[src/rtl/load_store_unit.sv]
// load_store_unit: turns CPU byte/half/word load and store requests into
// word-aligned memory reads and writes. Sub-word stores go through a
// read-modify-write; loads are lane-extracted and sign/zero extended.
// Misaligned or illegal requests are answered without touching memory.
//
// Handshake: a request transfers on a rising edge where req_valid && req_ready.
// req_ready is high only while the unit is idle (and not held in reset), so at
// most one access is in flight. The requester must keep req_* stable until that
// edge. Completion is a single-cycle resp_valid pulse with no back-pressure.
module load_store_unit #(
  parameter int ADDR_W = 32,
  parameter int DATA_W = 32
) (
  input  logic              clock,
  input  logic              reset,
  input  logic              req_valid,
  output logic              req_ready,
  input  logic              req_write,
  input  logic [1:0]        req_size,
  input  logic              req_signed,
  input  logic [ADDR_W-1:0] req_addr,
  input  logic [DATA_W-1:0] req_wdata,
  output logic              resp_valid,
  output logic [DATA_W-1:0] resp_rdata,
  output logic              resp_misaligned,
  output logic [ADDR_W-1:0] mem_address,
  output logic [DATA_W-1:0] mem_write_data,
  output logic              mem_read,
  output logic              mem_write,
  input  logic [DATA_W-1:0] mem_read_data,
  output logic [1:0]        dbg_state
);

  localparam logic [1:0] IDLE  = 2'd0;
  localparam logic [1:0] READ  = 2'd1;
  localparam logic [1:0] WRITE = 2'd2;
  localparam logic [1:0] RESP  = 2'd3;

  localparam logic [1:0] SZ_BYTE = 2'b00;
  localparam logic [1:0] SZ_HALF = 2'b01;
  localparam logic [1:0] SZ_WORD = 2'b10;

  logic [1:0]        r_state;
  logic [ADDR_W-1:0] r_addr;
  logic [1:0]        r_size;
  logic              r_signed;
  logic              r_write;
  logic [DATA_W-1:0] r_wdata;
  logic [DATA_W-1:0] r_old;
  logic [DATA_W-1:0] r_resp_rdata;
  logic              r_resp_mis;

  logic              w_accept;
  logic              w_req_mis;
  logic [7:0]        w_byte;
  logic [15:0]       w_half;
  logic [DATA_W-1:0] w_load;
  logic [DATA_W-1:0] w_merge;

  assign w_accept = req_valid && req_ready;

  // Alignment/legality of the incoming request, evaluated only at accept.
  assign w_req_mis = (req_size == 2'b11) ||
                     ((req_size == SZ_HALF) && req_addr[0]) ||
                     ((req_size == SZ_WORD) && (req_addr[1:0] != 2'b00));

  // Handshake and memory-side outputs depend only on state and captured fields.
  assign req_ready       = (r_state == IDLE) && !reset;
  assign resp_valid      = (r_state == RESP);
  assign resp_rdata      = r_resp_rdata;
  assign resp_misaligned = r_resp_mis;
  assign mem_address     = {r_addr[ADDR_W-1:2], 2'b00};
  assign mem_read        = (r_state == READ);
  assign mem_write       = (r_state == WRITE);
  assign mem_write_data  = (r_state == WRITE) ? w_merge : '0;
  assign dbg_state       = r_state;

  // Load path: pick the addressed lane from the memory word and extend it.
  always_comb begin
    w_byte = 8'h00;
    case (r_addr[1:0])
      2'd0: w_byte = mem_read_data[7:0];
      2'd1: w_byte = mem_read_data[15:8];
      2'd2: w_byte = mem_read_data[23:16];
      default: w_byte = mem_read_data[31:24];
    endcase
    w_half = r_addr[1] ? mem_read_data[31:16] : mem_read_data[15:0];
    w_load = mem_read_data;
    case (r_size)
      SZ_BYTE: w_load = {{24{r_signed & w_byte[7]}}, w_byte};
      SZ_HALF: w_load = {{16{r_signed & w_half[15]}}, w_half};
      default: w_load = mem_read_data;
    endcase
  end

  // Store path: overlay the store lane(s) on the previously read word.
  always_comb begin
    w_merge = r_old;
    case (r_size)
      SZ_BYTE: begin
        case (r_addr[1:0])
          2'd0: w_merge[7:0]   = r_wdata[7:0];
          2'd1: w_merge[15:8]  = r_wdata[7:0];
          2'd2: w_merge[23:16] = r_wdata[7:0];
          default: w_merge[31:24] = r_wdata[7:0];
        endcase
      end
      SZ_HALF: begin
        if (r_addr[1]) w_merge[31:16] = r_wdata[15:0];
        else           w_merge[15:0]  = r_wdata[15:0];
      end
      default: w_merge = r_wdata;
    endcase
  end

  // Control FSM plus request capture and registered response.
  always_ff @(posedge clock) begin
    if (reset) begin
      r_state      <= IDLE;
      r_addr       <= '0;
      r_size       <= 2'b00;
      r_signed     <= 1'b0;
      r_write      <= 1'b0;
      r_wdata      <= '0;
      r_old        <= '0;
      r_resp_rdata <= '0;
      r_resp_mis   <= 1'b0;
    end else begin
      case (r_state)
        IDLE: begin
          if (w_accept) begin
            r_addr   <= req_addr;
            r_size   <= req_size;
            r_signed <= req_signed;
            r_write  <= req_write;
            r_wdata  <= req_wdata;
            if (w_req_mis) begin
              r_state      <= RESP;
              r_resp_rdata <= '0;
              r_resp_mis   <= 1'b1;
            end else if (req_write && (req_size == SZ_WORD)) begin
              r_state <= WRITE;
            end else begin
              r_state <= READ;
            end
          end
        end
        READ: begin
          r_old <= mem_read_data;
          if (r_write) begin
            r_state <= WRITE;
          end else begin
            r_state      <= RESP;
            r_resp_rdata <= w_load;
            r_resp_mis   <= 1'b0;
          end
        end
        WRITE: begin
          r_state      <= RESP;
          r_resp_rdata <= '0;
          r_resp_mis   <= 1'b0;
        end
        default: begin
          r_state      <= IDLE;
          r_resp_rdata <= '0;
          r_resp_mis   <= 1'b0;
        end
      endcase
    end
  end

endmodule

[config.mk]
export PLATFORM = sky130hd
export DESIGN_NAME = load_store_unit
export DESIGN_NICKNAME = d
export VERILOG_FILES = /design/src/rtl/load_store_unit.sv
export SDC_FILE = /design/constraint.sdc
export NUM_CORES = 1
export LEC_CHECK = 0
export ABC_CLOCK_PERIOD_IN_PS = 4900
export CORE_UTILIZATION = 51
export CTS_CLUSTER_SIZE = 12
export DETAILED_ROUTE_END_ITERATION = 6
export HOLD_SLACK_MARGIN = 0.05
export PLACE_DENSITY = 0.86
export SYNTH_ARGS = -nofsm -noshare
export SYNTH_HDL_FRONTEND = slang
export SYNTH_SLANG_ARGS = --single-unit
export TNS_END_PERCENT = 10
[constraint.sdc]
create_clock -name clock -period 4.9 [get_ports clock]
set_input_delay 1.47 -clock clock [delete_from_list [all_inputs] [get_ports clock]]
set_output_delay 1.47 -clock clock [all_outputs]
set_load 0.05 [all_outputs]
==> results of run 1 <==
## cell usage after synthesis, drive strengths merged
library cell / number
nand2: 95
ha: 4
nand3b: 1
o221a: 1
nor2b: 16
a311oi: 9
nand4: 1
nor2: 74
inv: 8
nand2b: 79
nor3b: 1
mux2i: 46
a22oi: 9
nand3: 9
and2: 6
a32o: 7
conb: 1
dfxtp: 135
a221oi: 11
a21oi: 19
o211a: 8
clkbuf: 31
a222oi: 4
mux2: 16
o221ai: 6
o21ai: 78
o2bb2ai: 24
a22o: 2
nor3: 1
or2: 5
a21o: 2
or3b: 2
o31ai: 4
o22ai: 2
buf: 62
## stage by stage
step                      power [µW]  setup slack, ns   util
final                           4680            0.216  0.719
after global routing            4900           0.0539  0.719
after CTS                       4670           0.0894  0.718
after detailed placement        3340            0.600  0.670
after global placement          3320            0.722  0.670
after floorplan                 2840            0.302      -
## critical path, stage by stage, from the launching register on
cell	delay, ns
dfxtp_1	0.67
nor2b_1	0.33
buf_4	0.22
mux2_2	0.34
a222oi_1	0.38
nor2_1	0.10
clkdlybuf4s50_1	0.75
## placed cells by master, fill, tap and decap left out, drive strengths merged, types with 3 or more instances in the layout
cell type and instances:
a311oi 9, nor2 74, a32o 7, dfxtp 135
nand3 9, a22oi 9, a221oi 11, o211a 8
clkbuf 17, mux2 16, o21ai 78, a222oi 4
nor2b 16, clkdlybuf4s50 202, ha 4, buf 13
clkinvlp 5, a21oi 19, and2 6, inv 14
o221ai 6, nand2 95, o31ai 4, mux2i 46
nand2b 79, o2bb2ai 24, or2 5, bufinv 3
## sequential cells by signal, summed over array words and instances (netlist names)
register	count
r_old	32
r_write	1
dbg_state	2
r_wdata	32
resp_rdata	32
r_signed	1
r_addr	32
resp_misaligned	1
r_size	2
## worst max-delay path by stage
stage | from | end | slack [ns] | depth (start not counted)
after CTS | r_addr[0]$_SDFFE_PP0P_ | mem_write_data[0] | 0.09 | 5
after global placement | r_addr[0]$_SDFFE_PP0P_ | mem_write_data[3] | 0.72 | 5
after floorplan | dbg_state[1]$_SDFFE_PP0P_ | mem_write_data[20] | 0.30 | 5
final | r_addr[0]$_SDFFE_PP0P_ | mem_write_data[13] | 0.22 | 6
after detailed placement | r_addr[0]$_SDFFE_PP0P_ | mem_write_data[1] | 0.60 | 5
after global routing | r_addr[0]$_SDFFE_PP0P_ | mem_write_data[13] | 0.05 | 6
## per-layer routing
layer  wire (µm)  GRT usage  vias up
met4         315     0.0852        0
met3        1650     0.0804       28
met5           0          0        -
li1            -          -     2952
met2        9290      0.475      298
met1        8410      0.389     2866
## repair_timing
item	in CTS	in global routing
hold endpoints to repair	0	0
setup endpoints to repair	0	11
gates resized for setup	0	2
setup buffers	0	0
## power by group through the flow
stage / clock [µW] / combinational (µW) / sequential, µW
after floorplan: 0 / 1290 / 1550
after global placement: 0 / 1810 / 1510
after detailed placement: 0 / 1830 / 1510
after CTS: 1340 / 1840 / 1490
after global routing: 1390 / 1990 / 1520
final: 1330 / 1860 / 1500
## cell type report
class                           count  area, µm²  area share
Clock inverter                     15        189      0.0207
Clock buffer                       17        425      0.0465
Timing Repair Buffer              215       2120       0.232
Sequential cell                   135       2700       0.296
Inverter                            8       30.0     0.00328
Multi-Input combinational cell    544       3460       0.379
Tap cell                          172        215      0.0235
## cell families (layout without fill, tap and decap cells)
logic type	Yosys count	in the layout	synth area share
AO/OA/AOI/OAI	186	186	0.201
adder cells (fa/ha/maj)	4	4	0.00747
buffers and inverters	101	255	0.0831
flip-flops	135	135	0.403
multiplexers	62	62	0.0956
other	1	2	0.000559
AND/OR/NAND/NOR	290	290	0.209
==> flow_summary.ini, run 1 <==
[synthesis]
synth.distinct_cells = 47
yosys.area.top_type = dfxtp_1
yosys-top-cells-area = dfxtp_1 (40%), nand2b_1 (7.4%), mux2i_1 (6.9%)
syn_area_um2 = 6700
yosysWarnings = 0
synth-seq-cells = 135
avgSynthCellArea_um2 = 8.61
synth_seq_area_share = 0.403
synth_top_area_frac = 0.403
synthCells = 779

[status]
failed_checks = design-rule violations
outcome = complete, but fails checks

[timing]
fmax_mhz = 213
worst_pin_slew_ns = 0.982
setup-tns-final_ns = 0
finalCritPeriodShare = 0.956
holdWs_ns = 0.466
drv_slew = 0
hold_viol = 0
rsz0062_at_grt = no
setup_viol = 0
relSlewSlack = 0.345
period_minus_slack_ns = 4.68
clock_skew_ns = 0.00979

[clock_tree]
hold_buffers = 0
clk_path_buf_depth = 2
insertion_delay_ns = 0.43
cts_buffers = 17
ctsHtreeMaxLevel = 4
clock-sinks = 135
cts_tree = built
clk_pin_slew_ns = 0.06
cts-root-buf = clkbuf_16

[floorplanning]
die_width_um = 117
rows = 41
initial_core_util = 0.527
io_pins = 206
chipHeight_um = 117
die-area_um2 = 13600
fp.coreArea_um2 = 12700

[detailed_routing]
drtAntennaViolNets = 0
wire_per_inst_um = 17.8
vias = 6144
drt-initial-drc-count = 725
drc = 2
wl_um = 19700
viasPerCell = 5.56
first_pass_iters = 7

[job]
max_cap_violations = 0

[critical_path]
cp_max_fo = 18
critPathArrivalTime_ns = 3.21
crit_required_ns = 3.43
reg2regPathDepth = 7
r2r_start = dbg_state[1]$_SDFFE_PP0P_
worst_setup_path_start_kind = register
r2r_end = resp_rdata[10]$_SDFFE_PP0P_
r2r_setup_slack_ns = 2.59
crit_type = register to primary output
cp-end-kind = primary output

[worst_hold_path]
worstHoldEndpoint = resp_rdata[31]$_SDFFE_PP0P_
hp-start = resp_rdata[31]$_SDFFE_PP0P_
hold_class = register to register
worstHoldPathCells = 1

[placement]
dp_cells = 1074
placed_area_um2 = 8520
port_buffers = 203
routabilityCongestion = 0.888
hpwl_um = 13800

[power_and_ir_drop]
p_int_uw = 2810
p_comb_frac = 0.397
pwr-share-clk = 0.283
leakage_uw = 0.00332
ir_worst_vdd_mv = 0.326
switching_share = 0.400
power_frac_seq = 0.320
switchingPower_uw = 1870
p_per_area_nw_per_um2 = 512

[grt]
grt_pass1_vias = 5690
grt_pass1_wl_um = 30200
track_usage = 0.296
grt_max_degree = 108
antenna_found_initial = 0
grt_overflow = 0

[finish]
n_fill_cell = 996
final_area_um2 = 9140
stdcell_count = 1106
drive_above_1_share = 0.0878
layout.nets = 1028
n_antenna_cell = 0
area_delta_synth_final_pct = 36.4
Note: power is estimated with default switching activity, not from simulation.
==> run 2: changes to the inputs <==
--- a/config.mk
+++ b/config.mk
@@ -6,11 +6,12 @@
 export NUM_CORES = 1
 export LEC_CHECK = 0
 export ABC_CLOCK_PERIOD_IN_PS = 4900
-export CORE_UTILIZATION = 51
+export CORE_MARGIN = 2
+export CORE_UTILIZATION = 40
 export CTS_CLUSTER_SIZE = 12
 export DETAILED_ROUTE_END_ITERATION = 6
 export HOLD_SLACK_MARGIN = 0.05
-export PLACE_DENSITY = 0.86
+export PLACE_DENSITY = 0.7
 export SYNTH_ARGS = -nofsm -noshare
 export SYNTH_HDL_FRONTEND = slang
 export SYNTH_SLANG_ARGS = --single-unit
==> run 2 against run 1 <==
Effect of this change: the run now ends clean; global-route usage decreased by 6.6 points; sequential power barely moved; largest power group unchanged; sequential cell count stayed put; critical endpoint is now mem_write_data[21].
==> flow_summary.ini, run 2 (same netlist as run 1, synthesis figures left out) <==
[detailed_routing]
drtAntennaViolNets = 0
first_pass_iters = 7
drt-initial-drc-count = 426
viasPerCell = 5.23
wl_um = 20500
drc = 0
wire_per_inst_um = 17.8
vias = 6027

[worst_hold_path]
hp-start = resp_rdata[16]$_SDFFE_PP0P_
worstHoldPathCells = 1
hold_class = register to register

[critical_path]
path_common_cell = nand2_1
cp-end-kind = primary output
crit_type = register to primary output
critPathBufInv = 1
crit_path_start = r_addr[0]$_SDFFE_PP0P_
r2r_start = dbg_state[1]$_SDFFE_PP0P_
cp_max_fo = 18
max_stage_delay_ns = 0.88
crit_required_ns = 3.43
critPathArrivalTime_ns = 3.13
reg2regPathDepth = 7
cp_num_cells = 5
worst_setup_path_start_kind = register
crit_family = buffers and inverters
r2r_setup_slack_ns = 2.61
crit_chain = nand2b_2 > nand2_1 > nand2_1 > a311oi_1 > clkdlybuf4s50_1
cp_slowest_cell = clkdlybuf4s50_1

[timing]
clock_skew_ns = 0.0101
rsz0062_at_grt = no
relSlewSlack = 0.359
fmax_mhz = 217
holdWs_ns = 0.460
setup-tns-final_ns = 0
setup_ws_ns = 0.295
finalCritPeriodShare = 0.940
period_minus_slack_ns = 4.60
hold_viol = 0
drv_slew = 0
setup_viol = 0
worst_pin_slew_ns = 0.962

[grt]
grt_max_degree = 108
antenna_found_initial = 0
grt_pass1_vias = 5785
track_usage = 0.230
grt_overflow = 0
grt_pass1_wl_um = 31800

[finish]
n_antenna_cell = 0
drive_above_1_share = 0.0869
layout_commonest_cell = clkdlybuf4s50_1
stdcell_count = 1152
regArea_um2 = 2700
multi_input_area_um2 = 3460
area_delta_synth_final_pct = 37.3
final_cell_mix = clkdlybuf4s50_1 (201), dfxtp_1 (135), nand2_1 (95)
layout.nets = 1028
final_area_um2 = 9200
n_fill_cell = 1555

[clock_tree]
cts-root-buf = clkbuf_16
insertion_delay_ns = 0.42
cts_buffers = 17
clock-sinks = 135
clk_pin_slew_ns = 0.06
ctsHtreeMaxLevel = 4
post_cts_buffers = 0
hold_buffers = 0
cts_tree = built
clk_path_buf_depth = 2
post_cts_resized = 0

[placement]
routabilityCongestion = 0.887
dp_cells = 1122
placed_area_um2 = 8580
hpwl_um = 14500
preCtsSetupSlack_ns = 0.603
port_buffers = 203

[status]
outcome = finished, final reports clean

[power_and_ir_drop]
p_comb_frac = 0.394
power_frac_seq = 0.319
switching_share = 0.393
p_per_area_nw_per_um2 = 511
p_int_uw = 2860
leakage_uw = 0.00333
ir_worst_vdd_mv = 0.279
pwr-share-clk = 0.287
switchingPower_uw = 1850

[floorplanning]
fp.coreArea_um2 = 16500
die-area_um2 = 17800
die_width_um = 133
rows = 47
chipHeight_um = 133
initial_core_util = 0.407
io_pins = 206

[job]
max_cap_violations = 0
run 2: cell types whose count changed in the layout (fill, tap and decap cells not counted):
cell	previous run	this run
buf_4	12	13
bufinv_16	3	4
clkbuf_8	0	1
clkdlybuf4s50_1	202	201
clkinv_2	0	2
clkinv_4	1	3
clkinvlp_4	5	3
inv_6	6	0
run 2: through the flow:
step | power, µW | utilization
final | 4710 | 0.559
after global routing | 4940 | 0.559
after CTS | 4720 | 0.558
after detailed placement | 3360 | 0.521
after global placement | 3350 | 0.521
after floorplan | 2840 | -
run 2: final timing paths:
| check | endpoint |
|---|---|
| setup reg to reg | resp_rdata[10]$_SDFFE_PP0P_ |
| setup / recovery | mem_write_data[21] |
| hold / removal | resp_rdata[16]$_SDFFE_PP0P_ |
| hold reg to reg | resp_rdata[16]$_SDFFE_PP0P_ |
run 2: layout make-up:
cell class,instances,share of cell area
clock buffer,18,0.0477
clock inverter,12,0.0194
inverter,8,0.00326
multi-input combinational,544,0.376
sequential,135,0.294
tap,220,0.0299
timing repair buffer,215,0.230
run 2: routing by layer:
layer,up-vias,GRT usage,routed length (µm)
met1,2813,0.301,9230
li1,2942,-,-
met2,228,0.359,9320
met4,0,0.0875,539
met3,44,0.0677,1440
met5,-,0,0
run 2: power by group through the flow:
| stage | Sequential (µW) | Clock, µW | Combinational [µW] |
|---|---|---|---|
| 6_report | 1500 | 1350 | 1850 |
| 5_1_grt | 1530 | 1420 | 2000 |
| 4_1_cts | 1490 | 1370 | 1860 |
| 3_5_place_dp | 1510 | 0 | 1850 |
| 3_3_place_gp | 1510 | 0 | 1840 |
| 2_1_floorplan | 1550 | 0 | 1290 |
==> run 3: changes to the inputs <==
--- a/config.mk
+++ b/config.mk
@@ -12,6 +12,7 @@
 export DETAILED_ROUTE_END_ITERATION = 6
 export HOLD_SLACK_MARGIN = 0.05
 export PLACE_DENSITY = 0.7
+export REMOVE_ABC_BUFFERS = 1
 export SYNTH_ARGS = -nofsm -noshare
 export SYNTH_HDL_FRONTEND = slang
 export SYNTH_SLANG_ARGS = --single-unit
==> run 3 against run 2 <==
Effect of this change: maximum frequency shrank 1.7%; sequential power hardly changed; via count is essentially flat; clock skew is 0.0026 ns lower; cell count increased by 0.43%.
==> flow_summary.ini, run 3 (same netlist as run 1, synthesis figures left out) <==
[critical_path]
crit_family = buffers and inverters
cp_slowest_cell = clkdlybuf4s50_1
r2r_start = dbg_state[1]$_SDFFE_PP0P_
critPathBufInv = 2
r2r_setup_slack_ns = 2.30
critPathArrivalTime_ns = 3.21
reg2regPathDepth = 7
cp_max_fo = 17
cp-end-kind = primary output
crit_required_ns = 3.43
crit_type = register to primary output
cp_num_cells = 5
crit_chain = inv_2 > a21oi_2 > mux2i_1 > nor2_1 > clkdlybuf4s50_1
max_stage_delay_ns = 0.82
worst_setup_path_start_kind = register
r2r_end = resp_rdata[30]$_SDFFE_PP0P_

[timing]
setup-tns-final_ns = 0
hold_viol = 0
fmax_mhz = 214
setup_viol = 0
period_minus_slack_ns = 4.68
worst_pin_slew_ns = 0.971
clock_skew_ns = 0.00758
setup_ws_ns = 0.217
rsz0062_at_grt = no
drv_slew = 0
relSlewSlack = 0.353
holdWs_ns = 0.460
finalCritPeriodShare = 0.956

[finish]
n_fill_cell = 1537
drive_above_1_share = 0.0939
layout_commonest_cell = clkdlybuf4s50_1
layout.nets = 1031
n_antenna_cell = 0
final_cell_mix = clkdlybuf4s50_1 (198), dfxtp_1 (135), nand2_1 (95)
area_delta_synth_final_pct = 37.5
final_area_um2 = 9220

[power_and_ir_drop]
switching_share = 0.391
p_int_uw = 2880
p_comb_frac = 0.395
ir_worst_vdd_mv = 0.385
power_frac_seq = 0.314
total_power_uw = 4730
pwr-share-clk = 0.291
p_per_area_nw_per_um2 = 513
leakage_uw = 0.00337
switchingPower_uw = 1850

[clock_tree]
cts_tree = built
clk_path_buf_depth = 2
clk_pin_slew_ns = 0.06
insertion_delay_ns = 0.43
cts-root-buf = clkbuf_16
hold_buffers = 0
post_cts_resized = 0
ctsHtreeMaxLevel = 4
clock-sinks = 135
post_cts_buffers = 0
cts_buffers = 17

[detailed_routing]
highest_layer = met4
wire_per_inst_um = 17.6
dr_wl_met2_um = 9230
wl_um = 20400
drtAntennaViolNets = 0
first_pass_iters = 5
drc = 0
viasPerCell = 5.21
wl_met3_um = 1560
drt-initial-drc-count = 458
met1_length_um = 9260
vias = 6029

[placement]
routabilityCongestion = 0.827
hpwl_um = 14100
port_buffers = 203
preCtsSetupSlack_ns = 0.698
placed_area_um2 = 8590

[floorplanning]
chipHeight_um = 133
rows = 47
fp.coreArea_um2 = 16500
io_pins = 206
die-area_um2 = 17800
initial_core_util = 0.407
die_width_um = 133

[worst_hold_path]
hold_class = register to register
worstHoldPathCells = 1
worstHoldEndpoint = resp_rdata[7]$_SDFFE_PP0P_
hp-start = resp_rdata[7]$_SDFFE_PP0P_

[grt]
antenna_found_initial = 0
grt_pass1_vias = 5650
grt_overflow = 0
grt_pass1_wl_um = 31700
track_usage = 0.229
grt_max_degree = 104

[job]
max_cap_violations = 0

[status]
outcome = finished, final reports clean
[run 3: layout make-up]
type                    instances  area, µm²  share of cell area
clock inverters                13        175              0.0190
clock buffers                  19        453              0.0491
inverters                       8       30.0             0.00326
multi-input cells             544       3450               0.375
well taps                     220        275              0.0299
repair buffers                218       2130               0.231
flip-flops and latches        135       2700               0.293
[run 3: worst max path at each step]
| stage | end | slack, ns | from |
|---|---|---|---|
| after floorplan | r_addr[0]$_SDFFE_PP0P_ | 0.10 | reset |
| after global placement | mem_write_data[23] | 0.76 | dbg_state[0]$_SDFFE_PP0P_ |
| after detailed placement | mem_write_data[0] | 0.70 | r_addr[1]$_SDFFE_PP0P_ |
| after CTS | mem_write_data[5] | 0.23 | r_addr[1]$_SDFFE_PP0P_ |
| after global routing | mem_write_data[2] | 0.01 | r_addr[0]$_SDFFE_PP0P_ |
| final | mem_write_data[5] | 0.22 | r_addr[1]$_SDFFE_PP0P_ |
[run 3: power by group through the flow]
stage | Clock (µW) | Combinational [µW] | Sequential, µW
after global placement | 0 | 1840 | 1500
final | 1380 | 1870 | 1490
after CTS | 1400 | 1870 | 1480
after global routing | 1440 | 2010 | 1510
after floorplan | 0 | 961 | 1760
after detailed placement | 0 | 1860 | 1500
[run 3: per-layer routing]
metal | vias up | global-route usage
li1 | 2951 | -
met1 | 2815 | 0.312
met2 | 233 | 0.350
met3 | 30 | 0.0662
met4 | 0 | 0.0733
met5 | - | 0
[run 3: through the flow]
stage | util | std cells
3_3_place_gp | 0.522 | 1125
2_1_floorplan | - | 687
5_1_grt | 0.560 | 1157
6_report | 0.560 | 1157
3_5_place_dp | 0.522 | 1125
4_1_cts | 0.560 | 1157
[run 3: worst reg2reg max path, cell delays in order (launching register included)]
cell	delay (ns)
dfxtp_1	0.35
inv_1	0.10
ha_2	0.26
buf_4	0.54
nand2_1	0.22
a21oi_2	0.58
buf_4	0.33
o2bb2ai_1	0.14
